File: src/rtl/reg_file_sb.sv
`default_nettype none
// +----------------------------------------------------------------------+
// | Module  : reg_file_sb                                                |
// | Brief   : 2R/1W register file with write enable, optional bypass,    |
// |           optional hardwired zero register, and a per-register       |
// |           pending-write scoreboard (busy bits + population count).   |
// | Revision: 1.0 - initial release                                      |
// +----------------------------------------------------------------------+
module reg_file_sb #(
  parameter int XLEN     = 32,
  parameter int AW       = 5,
  parameter bit ZERO_REG = 1'b1,
  parameter bit BYPASS   = 1'b1
) (
  input  logic            clk,
  input  logic            rst,
  input  logic            wr_en,
  input  logic [AW-1:0]   wr_rg,
  input  logic [XLEN-1:0] wr_data,
  input  logic            iss_en,
  input  logic [AW-1:0]   iss_rg,
  input  logic            flush,
  input  logic [AW-1:0]   rd1_rg,
  output logic [XLEN-1:0] rd1,
  output logic            rd1_busy,
  input  logic [AW-1:0]   rd2_rg,
  output logic [XLEN-1:0] rd2,
  output logic            rd2_busy,
  output logic            busy_any,
  output logic [AW:0]     busy_cnt
);

  localparam int NREGS = 2**AW;

  logic [XLEN-1:0]  regs [NREGS];
  logic [NREGS-1:0] busy;
  logic [NREGS-1:0] busy_nxt;

  logic wr_ok;
  logic iss_ok;
  logic rd1_zero, rd1_hit;
  logic rd2_zero, rd2_hit;

  // Writes and issues aimed at a hardwired zero register are dropped.
  assign wr_ok  = wr_en  && !(ZERO_REG && (wr_rg  == '0));
  assign iss_ok = iss_en && !(ZERO_REG && (iss_rg == '0));

  // Read port 1: zero register wins, then the bypassed write, then storage.
  assign rd1_zero = ZERO_REG && (rd1_rg == '0);
  assign rd1_hit  = BYPASS && wr_en && (wr_rg == rd1_rg);
  assign rd1      = rd1_zero ? '0 : (rd1_hit ? wr_data : regs[rd1_rg]);
  assign rd1_busy = !rd1_zero && !rd1_hit && busy[rd1_rg];

  // Read port 2: identical rules, independent index.
  assign rd2_zero = ZERO_REG && (rd2_rg == '0);
  assign rd2_hit  = BYPASS && wr_en && (wr_rg == rd2_rg);
  assign rd2      = rd2_zero ? '0 : (rd2_hit ? wr_data : regs[rd2_rg]);
  assign rd2_busy = !rd2_zero && !rd2_hit && busy[rd2_rg];

  // Next busy vector: writeback clears, issue sets afterwards (set wins), flush clears all.
  always_comb begin
    busy_nxt = busy;
    if (wr_ok) begin
      busy_nxt[wr_rg] = 1'b0;
    end
    if (iss_ok) begin
      busy_nxt[iss_rg] = 1'b1;
    end
    if (flush) begin
      busy_nxt = '0;
    end
  end

  // Register storage; a write commits even when flush is asserted.
  always_ff @(posedge clk or negedge rst) begin
    if (!rst) begin
      for (int i = 0; i < NREGS; i++) begin
        regs[i] <= '0;
      end
    end else if (wr_ok) begin
      regs[wr_rg] <= wr_data;
    end
  end

  // Scoreboard state.
  always_ff @(posedge clk or negedge rst) begin
    if (!rst) begin
      busy <= '0;
    end else begin
      busy <= busy_nxt;
    end
  end

  // Population count of the registered busy bits; cannot exceed NREGS.
  always_comb begin
    busy_cnt = '0;
    for (int i = 0; i < NREGS; i++) begin
      busy_cnt = busy_cnt + {{AW{1'b0}}, busy[i]};
    end
  end

  assign busy_any = |busy;

endmodule
`default_nettype wire
File: config.mk
export PLATFORM = sky130hd
export DESIGN_NAME = reg_file_sb
export DESIGN_NICKNAME = d
export VERILOG_FILES = /design/src/rtl/reg_file_sb.sv
export SDC_FILE = /design/constraint.sdc
export NUM_CORES = 2
export LEC_CHECK = 0
export CAP_MARGIN = 5
export CORE_ASPECT_RATIO = 0.8
export CORE_MARGIN = 5
export CORE_UTILIZATION = 40
export CTS_CLUSTER_SIZE = 25
export DETAILED_ROUTE_END_ITERATION = 7
export HOLD_SLACK_MARGIN = 0.02
export SKIP_LAST_GASP = 1
export SYNTH_ARGS = -nofsm -noshare
export SYNTH_HDL_FRONTEND = slang
export SYNTH_SLANG_ARGS = --single-unit
File: constraint.sdc
create_clock -name clk -period 6.06 [get_ports clk]
set_input_delay 0.909 -clock clk [delete_from_list [all_inputs] [get_ports clk]]
set_output_delay 0.909 -clock clk [all_outputs]
set_load 0.005 [all_outputs]
==> out/metrics.cfg <==
[drt]
via_per_inst = 6.34
routed_wl_mm = 188
drtPass1Iterations = 5
wl_per_cell_um = 32.0
drt_iter0_drc = 3328
remaining_drc_errors = 0
num_vias = 37200
ant_nets = 0

[pwr]
sw_frac_of_total_pct = 26.9
clkPwrFrac_pct = 35.3
p_comb_share_pct = 20.3
p_int_mw = 15.3
p_switching_mw = 5.61
powerDensity_nw_per_um2 = 321
p_leak_nw = 27.7
irDropWorstVdd_uv = 237
seqPwrFrac_pct = 44.4

[setup_path]
ff2ff_setup_slack_ns = 5.06
cp-end-kind = output pin
required_ns = 5.15
r2r-start = busy[17]
cp_cell_sequence = fa_1 -> inv_1 -> fa_1 -> inv_1 -> fa_1 -> inv_1 -> fa_1 -> fa_1 -> fa_1 -> inv_2 -> ha_4 -> fa_2 -> a21o_1 -> a21oi_2 -> xnor2_1 -> buf_2
crit_path_start = busy[21]
crit_arrival_ns = 5.31
worstPathMaxFanout = 2
crit_type = flip-flop to output pin
cpPeakStageDelay_ns = 0.54
reg2reg_to = busy[17]
cp-start-kind = flip-flop
cp_num_buf_inv = 5
worst_path_most_repeated_cell = fa_1
cp.depth = 16
critPathSlowestCell = fa_1
reg2regPathDepth = 3
critPathTopFamily = adder cells

[synthesis]
ys_dominant_reg_cell = dfrtp_1
ys_seq_area_share_pct = 45.9
ys_types = 60
ys.warnings.count = 0
async_flop_share_pct = 100
synth_area_per_cell_um2 = 14.7
syn_nets = 4001
synth_area_um2 = 57500
ys_ff_latch = 1056
synth_edf_count = 0
syn_inst = 3912

[place]
dp_hpwl_mm = 111
io_buffers = 129
routabilityCongestion = 0.837

[global_routing]
overflow = 0
grt_max_degree = 159
grt_antenna_before_repair = 5
grtUsageTotal_pct = 24.9
grt_pass1_vias = 38400
grt_pass1_wl_mm = 277

[outcome]
status = complete, but fails checks
violations = negative setup slack

[cts]
cts-root-buf = clkbuf_16
cts_tree = yes
clk_latency_ns = 0.74
htreeDepth = 3
cts_hold_buf = 0
cts-buffers-inserted = 111
clk_path_buf_depth = 3
clk_pin_slew_ns = 0.06
clock-sinks = 1056

[layout]
final_common_cell = dfrtp_1
fillers = 12600
layout-drive-gt1-share_pct = 48.8
syn2layout_area_growth_pct = 12.9
multi_input_area_um2 = 29100
finalNetCount = 3975
post-route-util_pct = 45.5
layout_common_cells = dfrtp_1 (1056), mux2_2 (1000), mux4_2 (510)
regArea_um2 = 26400

[timing]
finalHoldViolations = 0
rsz0062_at_grt = yes
finalSetupViolCount = 3
tightest_slew_ns = 1.40
fin_crit_sh_pct = 103
fin_tns_setup_ns = -0.346
fin_ws_ns = -0.164
post-route-min-period_ns = 6.22
slew_viol_final = 0
finalClockSkew_ns = 0
slew_headroom_pct = 6.01
max_freq_mhz = 161

[die]
die_height_um = 349
initial_core_util_pct = 40.3
die_w_um = 434
core_area_um2 = 143000
die_area_um2 = 152000
rows = 124
num_io_pins = 130

[job]
drv_cap = 0

[min_path]
hold_class = input port to asynchronous set/reset pin

-- through the flow --
stage / total power [mW] / cell area, µm² / cells / hold WS [ns] / setup WS, ns
global placement: 13.5 / 61000 / 5658 / 0.376 / -0.0466
CTS: 21.0 / 64900 / 5865 / 0.197 / -0.311
floorplan: 12.2 / 57500 / 3912 / 0.441 / 0.577
detailed placement: 13.6 / 61000 / 5658 / 0.383 / -0.0772
global route: 21.8 / 65000 / 5868 / 0.227 / -0.381
finish: 20.9 / 65000 / 5871 / 0.212 / -0.164
-- layout make-up --
type	instances	area share, %
inverter	40	0.231
antenna	5	0.0193
timing repair buffer	301	4.63
clock inverter	42	0.926
clock buffer	161	5.05
tap	1890	3.64
sequential	1056	40.7
multi-input combinational	2376	44.8
-- per-layer routing --
layer	wire [µm]	track usage, %	vias to the layer above	share of wire [%]
met2	87000	38.8	1527	46
met5	122	0.536	-	0.065
li1	-	-	15100	-
met3	13600	4.85	353	7.2
met4	6330	7.81	4	3.4
met1	80700	35.3	20300	43
-- worst max path at each step --
stage	to	slack [ns]
2_1_floorplan	busy_cnt[4]	0.58
3_3_place_gp	busy_cnt[4]	-0.05
3_5_place_dp	busy_cnt[4]	-0.08
4_1_cts	busy_cnt[4]	-0.31
5_1_grt	busy_cnt[4]	-0.38
6_report	busy_cnt[4]	-0.16
-- sequential cells by signal, indices dropped and copies added, names as in the netlist --
register  count
busy         32
regs       1024
-- power groups by stage --
stage	clock network [mW]	registers, mW	logic [mW]
after floorplan	0	9.05	3.14
after global placement	0	9.29	4.18
after detailed placement	0	9.36	4.25
after CTS	7.48	9.24	4.26
after global routing	7.76	9.43	4.56
final	7.36	9.28	4.23
-- Yosys cell counts (4+ instances only) --
| cell type | n | share of area, % |
|---|---|---|
| fa_1 | 24 | 0.84 |
| buf_4 | 35 | 0.46 |
| mux2_2 | 1000 | 20 |
| o221a_2 | 11 | 0.22 |
| buf_1 | 17 | 0.11 |
| buf_2 | 157 | 1.4 |
| a21oi_1 | 70 | 0.61 |
| nor4_1 | 7 | 0.076 |
| o21ai_0 | 31 | 0.27 |
| a2bb2oi_1 | 4 | 0.061 |
| nand2_1 | 95 | 0.62 |
| ha_1 | 8 | 0.17 |
| o2111ai_1 | 8 | 0.12 |
| dfrtp_1 | 1056 | 46 |
| and2_1 | 5 | 0.054 |
| nor3_1 | 43 | 0.37 |
| a211oi_1 | 41 | 0.54 |
| mux2_1 | 23 | 0.45 |
| a221o_1 | 5 | 0.087 |
| or3_1 | 5 | 0.054 |
| nand4_1 | 7 | 0.076 |
| inv_1 | 40 | 0.26 |
| mux4_2 | 510 | 20 |
| o211ai_1 | 14 | 0.18 |
| o221ai_1 | 6 | 0.091 |
| xnor2_1 | 12 | 0.18 |
| a22o_1 | 41 | 0.62 |
| clkbuf_1 | 211 | 1.4 |
| nand3_1 | 44 | 0.38 |
| a22oi_1 | 66 | 0.86 |
| nor2_1 | 54 | 0.35 |
| nor2b_1 | 43 | 0.47 |
| buf_6 | 20 | 0.39 |
| nand2b_1 | 20 | 0.22 |
| mux2i_1 | 75 | 1.3 |
| o22ai_1 | 61 | 0.66 |
-- cells by family after synthesis --
kind of cell    Yosys count  synth area share, %
compound gates          380                 4.63
fa+ha+maj                32                 1.01
xor+xnor                 13                0.198
simple gates            343                 2.95
buf+inv                 480                 3.96
mux                    1608                 41.3
flops                  1056                 45.9
-- repair_timing --
action                     CTS  global route
setup endpoints to repair    5             6
hold endpoints to repair     0             0
buffers inserted             5             1
gates resized for setup     25             3
pin swaps                   10             4
(Power assumes the default switching activity.)
